==> src/rtl/rv_ctrl_pkg.sv <==
// Shared encodings for the RV32I multi-cycle control unit.
package rv_ctrl_pkg;

  localparam logic [6:0] OP_R      = 7'b0110011;
  localparam logic [6:0] OP_I      = 7'b0010011;
  localparam logic [6:0] OP_LOAD   = 7'b0000011;
  localparam logic [6:0] OP_STORE  = 7'b0100011;
  localparam logic [6:0] OP_BRANCH = 7'b1100011;
  localparam logic [6:0] OP_JAL    = 7'b1101111;
  localparam logic [6:0] OP_JALR   = 7'b1100111;
  localparam logic [6:0] OP_LUI    = 7'b0110111;

  localparam logic [6:0] F7_BASE = 7'b0000000;
  localparam logic [6:0] F7_ALT  = 7'b0100000;
  localparam logic [6:0] F7_MUL  = 7'b0000001;

  localparam logic [3:0] ALU_AND  = 4'b0000;
  localparam logic [3:0] ALU_OR   = 4'b0001;
  localparam logic [3:0] ALU_ADD  = 4'b0010;
  localparam logic [3:0] ALU_MUL  = 4'b0011;
  localparam logic [3:0] ALU_SUB  = 4'b0110;
  localparam logic [3:0] ALU_SLT  = 4'b0111;
  localparam logic [3:0] ALU_SRA  = 4'b1000;
  localparam logic [3:0] ALU_SLTU = 4'b1001;
  localparam logic [3:0] ALU_XOR  = 4'b1100;
  localparam logic [3:0] ALU_SLL  = 4'b1101;
  localparam logic [3:0] ALU_SRL  = 4'b1110;

  localparam logic [1:0] PC_PLUS4  = 2'b00;
  localparam logic [1:0] PC_BRANCH = 2'b01;
  localparam logic [1:0] PC_JALR   = 2'b10;

  localparam logic [1:0] WB_ALU = 2'b00;
  localparam logic [1:0] WB_MEM = 2'b01;
  localparam logic [1:0] WB_PC  = 2'b10;
  localparam logic [1:0] WB_IMM = 2'b11;

  typedef enum logic [2:0] {
    FETCH  = 3'd0,
    DECODE = 3'd1,
    EXEC   = 3'd2,
    MEM    = 3'd3,
    WB     = 3'd4,
    TRAP   = 3'd5
  } state_t;

endpackage

==> src/rtl/rv_multicycle_ctrl_alu_decode.sv <==
// Combinational opcode/funct decode: ALU operation code and legality.
module rv_alu_decode
  import rv_ctrl_pkg::*;
#(
  parameter int ENABLE_MUL = 0
) (
  input  logic [6:0] opcode_i,
  input  logic [2:0] funct3_i,
  input  logic [6:0] funct7_i,
  output logic [3:0] alu_code_o,
  output logic       legal_o,
  output logic       is_mul_o
);

  // Shared R/I arithmetic table; only register ops may turn ADD into SUB.
  function automatic logic [3:0] arith_code(input logic [2:0] f3, input logic alt,
                                            input logic is_reg);
    case (f3)
      3'b000:  arith_code = (alt && is_reg) ? ALU_SUB : ALU_ADD;
      3'b001:  arith_code = ALU_SLL;
      3'b010:  arith_code = ALU_SLT;
      3'b011:  arith_code = ALU_SLTU;
      3'b100:  arith_code = ALU_XOR;
      3'b101:  arith_code = alt ? ALU_SRA : ALU_SRL;
      3'b110:  arith_code = ALU_OR;
      default: arith_code = ALU_AND;
    endcase
  endfunction

  // Decode operation and legality from the instruction fields.
  always_comb begin
    alu_code_o = ALU_ADD;
    legal_o    = 1'b0;
    is_mul_o   = 1'b0;
    case (opcode_i)
      OP_R: begin
        if (funct7_i == F7_MUL) begin
          is_mul_o   = (ENABLE_MUL != 0) && (funct3_i == 3'b000);
          legal_o    = is_mul_o;
          alu_code_o = ALU_MUL;
        end else begin
          legal_o    = (funct7_i == F7_BASE) || (funct7_i == F7_ALT);
          alu_code_o = arith_code(funct3_i, funct7_i[5], 1'b1);
        end
      end
      OP_I: begin
        legal_o    = 1'b1;
        alu_code_o = arith_code(funct3_i, funct7_i[5], 1'b0);
      end
      OP_BRANCH: begin
        legal_o = (funct3_i[2:1] != 2'b01);
        case (funct3_i[2:1])
          2'b10:   alu_code_o = ALU_SLT;
          2'b11:   alu_code_o = ALU_SLTU;
          default: alu_code_o = ALU_SUB;
        endcase
      end
      OP_LOAD, OP_STORE, OP_JAL, OP_JALR, OP_LUI: legal_o = 1'b1;
      default: legal_o = 1'b0;
    endcase
  end

endmodule

==> src/rtl/rv_multicycle_ctrl.sv <==
// Multi-cycle RV32I control FSM: fetch, decode, execute, memory, writeback.
module rv_multicycle_ctrl
  import rv_ctrl_pkg::*;
#(
  parameter int ALUCTL_W   = 4,
  parameter int ENABLE_MUL = 0,
  parameter int MUL_LAT    = 3
) (
  input  logic                clk,
  input  logic                rst,
  input  logic [31:0]         instr,
  input  logic                imem_ready,
  input  logic                dmem_ready,
  input  logic                alu_zero,
  input  logic                alu_lt,
  input  logic                alu_ltu,
  output logic                imem_req,
  output logic                ir_write,
  output logic                pc_write,
  output logic                oldpc_write,
  output logic [1:0]          pc_src,
  output logic                alu_src_a,
  output logic                alu_src_b,
  output logic [ALUCTL_W-1:0] alu_ctl,
  output logic                dmem_req,
  output logic                dmem_we,
  output logic                reg_write,
  output logic [1:0]          wb_sel,
  output logic                illegal,
  output logic                busy_mul
);

  localparam logic [3:0] MUL_LAST = 4'(MUL_LAT - 1);

  state_t     state_q, state_d;
  logic [3:0] mul_cnt_q, mul_cnt_d;
  logic       illegal_q, illegal_d;
  logic [3:0] dec_code, alu_code_c;
  logic       dec_legal, dec_mul, br_taken;

  logic [6:0] opcode;
  logic [2:0] funct3;
  logic       unused_instr_bits;

  assign opcode            = instr[6:0];
  assign funct3            = instr[14:12];
  assign unused_instr_bits = ^{instr[24:15], instr[11:7]};

  rv_alu_decode #(.ENABLE_MUL(ENABLE_MUL)) u_dec (
    .opcode_i   (opcode),
    .funct3_i   (funct3),
    .funct7_i   (instr[31:25]),
    .alu_code_o (dec_code),
    .legal_o    (dec_legal),
    .is_mul_o   (dec_mul)
  );

  // Branch condition from the ALU flags; funct3[0] inverts the sense.
  always_comb begin
    case (funct3[2:1])
      2'b00:   br_taken = alu_zero ^ funct3[0];
      2'b10:   br_taken = alu_lt   ^ funct3[0];
      2'b11:   br_taken = alu_ltu  ^ funct3[0];
      default: br_taken = 1'b0;
    endcase
  end

  // Next state and datapath controls; everything is forced low during reset.
  always_comb begin
    state_d     = state_q;
    mul_cnt_d   = mul_cnt_q;
    illegal_d   = illegal_q;
    imem_req    = 1'b0;
    ir_write    = 1'b0;
    pc_write    = 1'b0;
    oldpc_write = 1'b0;
    pc_src      = PC_PLUS4;
    alu_src_a   = 1'b0;
    alu_src_b   = 1'b0;
    alu_code_c  = ALU_AND;
    dmem_req    = 1'b0;
    dmem_we     = 1'b0;
    reg_write   = 1'b0;
    wb_sel      = WB_ALU;
    illegal     = illegal_q;
    busy_mul    = 1'b0;
    case (state_q)
      FETCH: begin
        imem_req    = 1'b1;
        oldpc_write = 1'b1;
        if (imem_ready) begin
          ir_write = 1'b1;
          pc_write = 1'b1;
          pc_src   = PC_PLUS4;
          state_d  = DECODE;
        end
      end
      DECODE: begin
        if (!dec_legal) begin
          illegal_d = 1'b1;
          state_d   = TRAP;
        end else begin
          state_d = EXEC;
        end
      end
      EXEC: begin
        alu_code_c = dec_code;
        case (opcode)
          OP_R: begin
            if (dec_mul) begin
              busy_mul = 1'b1;
              if (mul_cnt_q == MUL_LAST) begin
                mul_cnt_d = 4'd0;
                state_d   = WB;
              end else begin
                mul_cnt_d = mul_cnt_q + 4'd1;
              end
            end else begin
              state_d = WB;
            end
          end
          OP_I, OP_LUI: begin
            alu_src_b = 1'b1;
            state_d   = WB;
          end
          OP_LOAD, OP_STORE: begin
            alu_src_b = 1'b1;
            state_d   = MEM;
          end
          OP_BRANCH: begin
            if (br_taken) begin
              pc_write = 1'b1;
              pc_src   = PC_BRANCH;
            end
            state_d = FETCH;
          end
          OP_JAL: begin
            alu_src_a = 1'b1;
            alu_src_b = 1'b1;
            pc_write  = 1'b1;
            pc_src    = PC_BRANCH;
            state_d   = WB;
          end
          OP_JALR: begin
            alu_src_b = 1'b1;
            pc_write  = 1'b1;
            pc_src    = PC_JALR;
            state_d   = WB;
          end
          default: state_d = TRAP;
        endcase
      end
      MEM: begin
        dmem_req = 1'b1;
        dmem_we  = (opcode == OP_STORE);
        if (dmem_ready) state_d = (opcode == OP_STORE) ? FETCH : WB;
      end
      WB: begin
        reg_write = 1'b1;
        case (opcode)
          OP_LOAD:         wb_sel = WB_MEM;
          OP_JAL, OP_JALR: wb_sel = WB_PC;
          OP_LUI:          wb_sel = WB_IMM;
          default:         wb_sel = WB_ALU;
        endcase
        state_d = FETCH;
      end
      TRAP: illegal = 1'b1;
      default: state_d = FETCH;
    endcase
    if (rst) begin
      imem_req    = 1'b0;
      ir_write    = 1'b0;
      pc_write    = 1'b0;
      oldpc_write = 1'b0;
      pc_src      = 2'b00;
      alu_src_a   = 1'b0;
      alu_src_b   = 1'b0;
      alu_code_c  = 4'd0;
      dmem_req    = 1'b0;
      dmem_we     = 1'b0;
      reg_write   = 1'b0;
      wb_sel      = 2'b00;
      illegal     = 1'b0;
      busy_mul    = 1'b0;
    end
  end

  assign alu_ctl = ALUCTL_W'(alu_code_c);

  // State, multiply counter and sticky illegal flag.
  always_ff @(posedge clk) begin
    if (rst) begin
      state_q   <= FETCH;
      mul_cnt_q <= 4'd0;
      illegal_q <= 1'b0;
    end else begin
      state_q   <= state_d;
      mul_cnt_q <= mul_cnt_d;
      illegal_q <= illegal_d;
    end
  end

endmodule
==> config.mk <==
export PLATFORM = sky130hd
export DESIGN_NAME = rv_multicycle_ctrl
export DESIGN_NICKNAME = d
export VERILOG_FILES = /design/src/rtl/rv_ctrl_pkg.sv /design/src/rtl/rv_multicycle_ctrl_alu_decode.sv /design/src/rtl/rv_multicycle_ctrl.sv
export SDC_FILE = /design/constraint.sdc
export NUM_CORES = 1
export LEC_CHECK = 0
export CELL_PAD_IN_SITES_DETAIL_PLACEMENT = 1
export CELL_PAD_IN_SITES_GLOBAL_PLACEMENT = 1
export CORE_MARGIN = 3
export CORE_UTILIZATION = 20
export CTS_BUF_LIST = sky130_fd_sc_hd__clkbuf_8
export DETAILED_ROUTE_END_ITERATION = 16
export HOLD_SLACK_MARGIN = 0.06
export PLACE_DENSITY = 0.88
export SYNTH_ARGS = -nofsm -noshare
export SYNTH_HDL_FRONTEND = slang
export SYNTH_SLANG_ARGS = --single-unit
==> constraint.sdc <==
create_clock -name clk -period 2.3 [get_ports clk]
set_clock_uncertainty 0.1 [all_clocks]
set_input_delay 0.46 -clock clk [delete_from_list [all_inputs] [get_ports clk]]
set_output_delay 0.46 -clock clk [all_outputs]
set_load 0.05 [all_outputs]
==> results of run 1 <==
## final timing paths
check	from	to	slack [ns]	depth (start not counted)
max	instr[3]	alu_ctl[2]	-0.18	7
min	illegal_q	illegal_q	0.40	2
max reg2reg	state_q[1]	state_q[0]	0.72	6
min reg2reg	illegal_q	illegal_q	0.40	2
## cell usage in the layout (no fill, tap or decap), drive strengths merged, types with 4 or more instances in the layout
cell	netlist	layout
inv	7	7
dfxtp	4	4
a31oi	5	5
nand2	16	16
a21oi	8	8
dlygate4sd2	0	5
clkbuf	6	7
buf	5	74
nor3	6	6
o21ai	7	7
nor2	15	15
nand3	7	7
## per-stage QoR
stage | worst slack (ns) | util | instance area (sq um) | hold WS [ns] | instances
4_1_cts | -0.248 | 0.515 | 1960 | 0.400 | 249
3_3_place_gp | -0.544 | 0.475 | 1800 | 0.374 | 243
5_1_grt | -0.241 | 0.541 | 2050 | 0.422 | 256
3_5_place_dp | -0.620 | 0.475 | 1800 | 0.395 | 243
6_report | -0.175 | 0.541 | 2050 | 0.397 | 256
2_1_floorplan | -0.233 | - | 965 | 0.355 | 128
## cells in the mapped netlist (2+ instances only)
library cell               number
sky130_fd_sc_hd__or2_2          2
sky130_fd_sc_hd__nand2_1       15
sky130_fd_sc_hd__mux2i_1        2
sky130_fd_sc_hd__a22oi_1        2
sky130_fd_sc_hd__nor3b_1        2
sky130_fd_sc_hd__a31oi_1        5
sky130_fd_sc_hd__nor2b_1        3
sky130_fd_sc_hd__nand4b_1       2
sky130_fd_sc_hd__nand3_1        7
sky130_fd_sc_hd__inv_1          7
sky130_fd_sc_hd__buf_4          3
sky130_fd_sc_hd__nor3_1         6
sky130_fd_sc_hd__a21oi_1        7
sky130_fd_sc_hd__nor2_1        15
sky130_fd_sc_hd__clkbuf_1       6
sky130_fd_sc_hd__nor4_1         2
sky130_fd_sc_hd__o21ai_0        7
sky130_fd_sc_hd__a21o_1         2
sky130_fd_sc_hd__dfxtp_1        4
## worst max-delay path: stages
cell and delay, ns:
sky130_fd_sc_hd__buf_6 0.09, sky130_fd_sc_hd__nand4bb_4 0.25, sky130_fd_sc_hd__nor3b_4 0.23, sky130_fd_sc_hd__nand2_2 0.08, sky130_fd_sc_hd__or4_4 0.49, sky130_fd_sc_hd__a21oi_4 0.16, sky130_fd_sc_hd__buf_12 0.15
## metal layers
layer  global-route usage  routed length, microns  up-vias
li1                     -                       -      627
met1                0.197                    1720      617
met2                0.304                    2220       38
met3               0.0403                     227        6
met4               0.0170                      55        0
met5                    0                       0        -
## power groups by stage
stage	Clock [uW]	Combinational [uW]	Sequential, uW
5_1_grt	159	380	89.9
6_report	147	355	88.4
4_1_cts	151	340	88.4
3_3_place_gp	0	320	86.9
3_5_place_dp	0	329	87.7
2_1_floorplan	0	176	86.4
## registers in the layout, indices dropped and copies added, names as in the netlist
register   cells
state_q        3
illegal_q      1
## area by class of cell
cell class / count / area [sq um] / area share
Timing Repair Buffer: 88 / 923 / 0.449
Multi-Input combinational cell: 106 / 923 / 0.449
Clock buffer: 3 / 41.3 / 0.0201
Sequential cell: 4 / 80.1 / 0.0390
Inverter: 7 / 26.3 / 0.0128
Tap cell: 48 / 60.1 / 0.0292
## timing repair
item,CTS,global route
resized for setup,79,24
pin swaps,21,14
endpoints found under the setup margin,17,14
setup buffers,4,7
hold buffers,0,0
## cells by family (layout without fill, tap and decap cells)
logic type	count (synthesis)	count (layout)	synth area share
and+or+nand+nor	67	67	0.466
AOI/OAI and AO/OA	34	34	0.274
buffers and inverters	18	98	0.107
DFF	4	4	0.0979
muxes	3	3	0.0382
adders and majority gates	1	1	0.0122
other	1	1	0.00458
==> run metrics, run 1 <==
Die Wd 70.0 microns; critical path data required time 1.74 ns; number of flops mapped to enable cells by yosys 0; part of the power in registers 0.150; mapped cell area 818 sq um; type of the setup path with the least slack primary input to output pin; synthesized instance count 128; Total Routing Usage GR 0.165; Area Growth Syn to Fin 151%; setup repair after global routing missed its margin true; data arrival time of the critical path 1.92 ns; number of search-and-repair iterations in the first detailed-routing pass 4; net count of the mapped netlist 167; crit path time final 2.48 ns; drt total wl 4.22 mm; slack of the critical path -0.175 ns; cell area power density 287 mW/mm^2; Detailed Route Iter0 Violations 40; routed wirelength normalized by instance count 16.5 microns; area of the die 0.00490 sq mm; sum of overflow across all layers after global routing 0; largest fanout on the critical path 4; share of flip-flops with an asynchronous set or reset after synthesis 0; clock insertion delay at the later pin of the skew report 0.22 ns; cell type contributing the most total cell area after synthesis sky130_fd_sc_hd__dfxtp_1; number of violations of the max-capacitance limit 0; HPWL after detailed placement 3.04 mm; Static Leakage 0.000837 uW; port bufs 41; area fraction of the dominant cell type after synthesis 0.0979; initial antenna violation count 0; IO Pins 58; final RePlAce weighted congestion 0.847; Final period util 1.08; number of distinct library cells after synthesis 48; NumNets Final 249; antenna-violating nets left 0; share of synthesized area occupied by flip-flops and latches 0.0979; number of filler cells placed in the layout 448; initial cell density of the core 0.215; Worst setup EP type output pin; number of global-route vias before repair 1,371; Seq cells post-synth 4; core area 0.00380 sq mm; peak supply drop 0.177 mV; Inserted Clock Buffers 3; final-report setup violation count 4; final hold violation count 0; number of warnings reported in the yosys synthesis log 0; Die Span Y 70.0 microns; worst min-delay path category flop to flop; proportion of layout cells with a drive suffix above 1 0.615; cell-internal power 360 uW; Post-Route Setup TNS -0.390 ns; site row count 22; maximum number of pins on one net before global-route repair 11; net switching power 230 uW; maximum clock rate 404 MHz; share of power burned in combinational logic 0.602; TritonCTS clock tree built; clock-pin slew on the worst setup and hold paths 0.03 ns; Via-to-Cell Ratio 5.03; H-tree depth 1; clk sinks 4; antenna cell count 0; total power consumption of the routed design 590 uW; clock network power share 0.249; total DRC errors in the routed layout 0; via count 1,288; CTS Buffer Depth 2; Most used DFF post-synth sky130_fd_sc_hd__dfxtp_1; wire length of the first global-routing pass 6.69 mm; failing checks negative setup slack; max-slew violation total from the final report 0; synthesized area divided by synthesized cell count 6.39 sq um; Root Driver sky130_fd_sc_hd__clkbuf_8; run status complete, but fails checks; main area contributors after synthesis sky130_fd_sc_hd__dfxtp_1 9.8%, sky130_fd_sc_hd__nand2_1 6.9%, sky130_fd_sc_hd__nor2_1 6.9%; crit start category primary input; switching portion of total power 0.390
No activity file was read; power rests on OpenSTA's default activity.
==> run 2, diff against run 1 <==
- SLEW_MARGIN: default -> 20
==> results of run 2 <==
No change in the layout: final DEF, timing and power equal those of run 1.
==> run 3, diff against run 2 <==
- CAP_MARGIN: default -> 10
==> results of run 3 <==
No change in the layout: final DEF, timing and power equal those of run 1.
